`src/rtl/image_uart_tx.sv`:
```
// Streams the stored RGB frame out of the picture BRAM as 8N1 UART bytes,
// three bytes per pixel (R, G, B), each channel left-aligned in its byte.
module image_uart_tx #(
  parameter int CLK_FREQ  = 100000000,
  parameter int BAUD_RATE = 1000000,
  parameter int H_SIZE    = 607,
  parameter int V_SIZE    = 455,
  parameter int ADDR_W    = 19
) (
  input  logic              clk,
  input  logic              reset,
  input  logic              start,
  output logic              rd_en,
  output logic [ADDR_W-1:0] rd_addr,
  input  logic [17:0]       rd_data,
  output logic              tx_serial,
  output logic              busy,
  output logic              done
);

  localparam int CLKS_PER_BIT = CLK_FREQ / BAUD_RATE;
  localparam int CNT_W        = $clog2(CLKS_PER_BIT);
  localparam logic [CNT_W-1:0]  BIT_LAST = CNT_W'(CLKS_PER_BIT - 1);
  localparam logic [ADDR_W-1:0] PIX_LAST = ADDR_W'(H_SIZE * V_SIZE - 1);

  typedef enum logic [2:0] {
    S_IDLE, S_READ, S_WAIT, S_LOAD, S_START_BIT, S_DATA_BITS, S_STOP_BIT, S_NEXT
  } state_e;

  state_e              state_q, state_d;
  logic [ADDR_W-1:0]   pix_addr_q, pix_addr_d;
  logic [17:0]         pixel_q, pixel_d;
  logic [1:0]          byte_idx_q, byte_idx_d;
  logic [7:0]          shift_q, shift_d;
  logic [2:0]          bit_idx_q, bit_idx_d;
  logic [CNT_W-1:0]    baud_cnt_q, baud_cnt_d;
  logic                tx_q, tx_d;
  logic                rd_en_q, rd_en_d;
  logic [ADDR_W-1:0]   rd_addr_q, rd_addr_d;
  logic                busy_q, busy_d;
  logic                done_q, done_d;
  logic                bit_tick;

  assign bit_tick = (baud_cnt_q == BIT_LAST);

  // NOTE: every signal written here gets a default first, so no path can infer a latch.
  always_comb begin
    state_d    = state_q;
    pix_addr_d = pix_addr_q;
    pixel_d    = pixel_q;
    byte_idx_d = byte_idx_q;
    shift_d    = shift_q;
    bit_idx_d  = bit_idx_q;
    baud_cnt_d = '0;

    unique case (state_q)
      S_IDLE: begin
        if (start) begin
          pix_addr_d = '0;
          state_d    = S_READ;
        end
      end
      S_READ: state_d = S_WAIT;
      S_WAIT: begin
        pixel_d    = rd_data;
        byte_idx_d = 2'd0;
        state_d    = S_LOAD;
      end
      S_LOAD: begin
        unique case (byte_idx_q)
          2'd0:    shift_d = {pixel_q[17:12], 2'b00};
          2'd1:    shift_d = {pixel_q[11:6],  2'b00};
          default: shift_d = {pixel_q[5:0],   2'b00};
        endcase
        state_d = S_START_BIT;
      end
      S_START_BIT: begin
        baud_cnt_d = bit_tick ? '0 : baud_cnt_q + 1'b1;
        if (bit_tick) begin
          bit_idx_d = 3'd0;
          state_d   = S_DATA_BITS;
        end
      end
      S_DATA_BITS: begin
        baud_cnt_d = bit_tick ? '0 : baud_cnt_q + 1'b1;
        if (bit_tick) begin
          shift_d = {1'b0, shift_q[7:1]};
          if (bit_idx_q == 3'd7) state_d = S_STOP_BIT;
          else                   bit_idx_d = bit_idx_q + 1'b1;
        end
      end
      S_STOP_BIT: begin
        baud_cnt_d = bit_tick ? '0 : baud_cnt_q + 1'b1;
        if (bit_tick) begin
          if (byte_idx_q < 2'd2) begin
            byte_idx_d = byte_idx_q + 1'b1;
            state_d    = S_LOAD;
          end else begin
            state_d = S_NEXT;
          end
        end
      end
      S_NEXT: begin
        if (pix_addr_q == PIX_LAST) begin
          state_d = S_IDLE;
        end else begin
          pix_addr_d = pix_addr_q + 1'b1;
          state_d    = S_READ;
        end
      end
      default: state_d = S_IDLE;
    endcase

    // Outputs are registered from the next state so they line up with it glitch-free.
    rd_en_d   = (state_d == S_READ);
    rd_addr_d = (state_d == S_READ) ? pix_addr_d : rd_addr_q;
    done_d    = (state_d == S_NEXT) && (pix_addr_q == PIX_LAST);
    busy_d    = (state_d != S_IDLE) && !done_d;
    if (state_d == S_START_BIT)      tx_d = 1'b0;
    else if (state_d == S_DATA_BITS) tx_d = shift_d[0];
    else                             tx_d = 1'b1;
  end

  // NOTE: sequential state uses non-blocking assignments so all registers update together.
  always_ff @(posedge clk) begin
    if (reset) begin
      state_q    <= S_IDLE;
      pix_addr_q <= '0;
      pixel_q    <= '0;
      byte_idx_q <= '0;
      shift_q    <= '0;
      bit_idx_q  <= '0;
      baud_cnt_q <= '0;
      tx_q       <= 1'b1;
      rd_en_q    <= 1'b0;
      rd_addr_q  <= '0;
      busy_q     <= 1'b0;
      done_q     <= 1'b0;
    end else begin
      state_q    <= state_d;
      pix_addr_q <= pix_addr_d;
      pixel_q    <= pixel_d;
      byte_idx_q <= byte_idx_d;
      shift_q    <= shift_d;
      bit_idx_q  <= bit_idx_d;
      baud_cnt_q <= baud_cnt_d;
      tx_q       <= tx_d;
      rd_en_q    <= rd_en_d;
      rd_addr_q  <= rd_addr_d;
      busy_q     <= busy_d;
      done_q     <= done_d;
    end
  end

  assign tx_serial = tx_q;
  assign rd_en     = rd_en_q;
  assign rd_addr   = rd_addr_q;
  assign busy      = busy_q;
  assign done      = done_q;

endmodule

```
`config.mk`:
```
export PLATFORM = sky130hd
export DESIGN_NAME = image_uart_tx
export DESIGN_NICKNAME = d
export VERILOG_FILES = /design/src/rtl/image_uart_tx.sv
export SDC_FILE = /design/constraint.sdc
export NUM_CORES = 1
export LEC_CHECK = 0
export BUFFER_PORTS_ARGS = -buffer_cell sky130_fd_sc_hd__buf_2
export CORE_MARGIN = 3
export CORE_UTILIZATION = 50
export CTS_CLUSTER_SIZE = 10
export DETAILED_ROUTE_END_ITERATION = 7
export HOLD_SLACK_MARGIN = 0.1
export MAX_ROUTING_LAYER = met4
export PLACE_DENSITY = 0.79
export SLEW_MARGIN = 20
export SYNTH_ARGS = -nofsm -noshare
export SYNTH_HDL_FRONTEND = slang
export SYNTH_SLANG_ARGS = --single-unit
```
`constraint.sdc`:
```
create_clock -name clk -period 2.2 [get_ports clk]
set_input_delay 0.44 -clock clk [delete_from_list [all_inputs] [get_ports clk]]
set_output_delay 0.44 -clock clk [all_outputs]
set_load 0.02 [all_outputs]
```
==> impl_metrics.ini <==
[finish]
n_antenna_cell = 0
drive_gt1_share_pct = 17.7
area_growth_pct = 13.7
fin_area_sq_mm = 0.00426
num-nets-final = 520
fillers = 628

[timing]
hold_violations = 0
tns_ps = 0
skew_ps = 12.2
holdWs_ps = 309
worst_slew_pin_slew_ps = 718
finalMaxSlewViolations = 0
rsz0062_at_grt = false
slew_headroom_pct = 52.1
final.period_utilization_pct = 92.7
timing.final.crit_period_ps = 2040
fmax_mhz = 490
final-setup-viol-count = 0

[worst_setup_path]
crit_buf_inv = 0
critPathArrivalTime_ps = 2270
path_cells = or4b_1 -> nor3_4 -> nand2_1 -> a211oi_1 -> o22ai_1
critPathRequiredTime_ps = 2430
worst_setup_path_start_kind = flip-flop
crit_fanout = 8
crit_type = reg -> reg
cp-end-kind = flip-flop
cp_slowest_stage_delay_ps = 590
cpMaxStageDelayCell = or4b_1
path_delay_family = simple AND/OR/NAND/NOR gates

[logic_synthesis]
ys_seq_area_share_pct = 44.4
netlist_area_sq_mm = 0.00374
ys.flop_type = dfxtp_1
yosysTopAreaCellShare_pct = 44.4
syn_inst = 447
synth_area_leader_cell = dfxtp_1
synth-seq-cells = 83
async_flop_share_pct = 0
synth.area.top_cells = dfxtp_1 44%, nand2_1 7.5%, a21oi_1 6.9%
syn_area_per_cell_sq_um = 8.38
yosysWarningCount = 0
syn_nets = 475
synthDistinctLibCells = 59
synth_edf_count = 0

[placed_design]
portBuffers = 43
hpwl_um = 6190
place.gp.congestion = 0.900
place_area_sq_mm = 0.00408

[clock_tree]
hold_buffers = 0
clk_path_buf_depth = 2
clk_pin_slew_worst_paths_ps = 80
clk_latency_ps = 360
htree_num_levels = 3
cts_tree = done
cts_buffers = 9
post_cts_resized = 0
cts_sinks = 83
cts_root_buffer = clkbuf_8
post_cts_buffers = 0

[floorplanning]
core_sq_mm = 0.00702
fp.dieW_um = 92.5
die_h_um = 92.5
rows = 30
io_pins = 44
initial_core_util_pct = 53.4
dieArea_sq_mm = 0.00856

[grt]
grt_max_degree = 31
grt-ovfl-total = 0
top_usage_layer = met2
met3_usage_pct = 4.47
grt_pass1_vias = 3086
met2_usage_pct = 31.3
antenna_found_initial = 0
use_met1_pct = 30.8
grt_pass1_wl_um = 14700
grtUsageTotal_pct = 21.9

[power_and_ir_drop]
internal_power_mw = 2.10
cellLeakagePower_nw = 1.59
switching_share_pct = 26.8
power_switching_mw = 0.770
power_density_mw_per_mm2 = 674
p_comb_share_pct = 10.6
total_power_mw = 2.87
sequentialPowerShare_pct = 55.3
clockPowerShare_pct = 34.2
irDropWorstVdd_mv = 0.291

[detailed_routing]
route.detailed.drc = 0
vias = 3412
first_pass_iters = 5
wl_per_cell_um = 14.7
wl_um = 8710
drt_iter0_drc = 301
viasPerCell = 5.75
antenna_left = 0

[run_status]
outcome = complete, no violations

[run]
drv_cap = 0

[min_path]
hp-class = in -> reg
## sequential cells by signal, summed over array words and instances (netlist names), 2 cells and up
name	cells
pixel_q	18
rd_addr	19
bit_idx_q	3
baud_cnt_q	7
shift_q	8
pix_addr_q	19
byte_idx_q	2
state_q	3
## per-layer routing
layer / vias up / part of all wire [%]
li1: 1682 / -
met1: 1585 / 48
met2: 132 / 44
met3: 13 / 6.3
met4: 0 / 1.6
met5: - / 0
## power groups by stage
stage          clock (mW)  combinational (mW)  sequential, mW
3_5_place_dp            0               0.300            1.62
5_1_grt              1.06               0.332            1.59
3_3_place_gp            0               0.295            1.62
2_1_floorplan           0               0.185            1.63
6_report            0.980               0.304            1.59
4_1_cts             0.990               0.303            1.59
## final timing paths
check | from | endpoint | slack (ps) | cells past startpoint
setup / recovery | pix_addr_q[2]$_SDFF_PP0_ | busy$_SDFF_PP0_ | 160 | 5
hold / removal | rd_data[3] | pixel_q[3]$_SDFFE_PP0P_ | 310 | 3
setup reg to reg | pix_addr_q[2]$_SDFF_PP0_ | busy$_SDFF_PP0_ | 160 | 5
hold reg to reg | baud_cnt_q[0]$_SDFF_PP0_ | baud_cnt_q[0]$_SDFF_PP0_ | 440 | 1
## Yosys cell counts (3+ instances only)
cell type and n:
o211ai_1 4, and3_1 9, buf_2 7, nand2_1 75
nor4_1 6, nor2_1 41, a21oi_1 52, o21ai_0 9
a211oi_1 8, xnor2_1 6, nand3_1 23, nor2b_1 3
nand4_1 8, a21o_1 3, a31oi_1 5, inv_1 12
a221oi_1 5, and2_1 5, dfxtp_1 83, xor2_1 5
ha_1 7, a22oi_1 7, clkbuf_1 12, nor3_1 7
## worst register-to-register path: cells and delay by family, from the launching register on
family / cells / cell delay, ps
AO/OA/AOI/OAI: 2 / 530
flip-flops: 1 / 400
AND/OR/NAND/NOR: 3 / 990
## per-stage QoR
stage	utilization [%]	instances	worst slack, ps
2_1_floorplan	-	447	430
3_3_place_gp	58.2	577	213
3_5_place_dp	58.2	577	180
4_1_cts	60.6	593	82.8
5_1_grt	60.7	593	56.0
6_report	60.7	593	161
## logic make-up (layout without fill, tap and decap cells)
| family | Yosys count | in the layout | synth area share [%] |
|---|---|---|---|
| XOR/XNOR | 11 | 11 | 2.57 |
| buffers and inverters | 36 | 86 | 4.34 |
| multiplexers | 4 | 4 | 1.14 |
| AND/OR/NAND/NOR | 197 | 197 | 26.8 |
| flip-flops | 83 | 83 | 44.4 |
| AO/OA/AOI/OAI | 109 | 109 | 18.5 |
| adder cells (fa/ha/maj) | 7 | 7 | 2.34 |
## final cells by class
class / count / area (sq um) / share of cell area (%)
Clock buffer: 12 / 145 / 3.41
Clock inverter: 4 / 26.3 / 0.617
Inverter: 13 / 48.8 / 1.15
Multi-Input combinational cell: 328 / 1920 / 45.2
Sequential cell: 83 / 1660 / 39.0
Tap cell: 96 / 120 / 2.82
Timing Repair Buffer: 57 / 333 / 7.82
## layout by cell type (no fill, tap or decap), types with 3 or more instances in the layout
cell      count
buf_2        43
clkbuf_8     10
buf_4        13
a22oi_1       7
o211ai_1      4
dfxtp_1      83
a21o_1        3
ha_1          7
nand3_1      23
a31oi_1       5
xnor2_1       6
a221oi_1      5
and3_1        9
nand2_1      75
nor4_1        6
xor2_1        5
nor2_1       40
nor2b_1       3
a211oi_1      8
o21ai_0       9
and2_1        5
nand4_1       8
a21oi_1      52
nor3_1        7
inv_1        12
(Power assumes the default switching activity.)
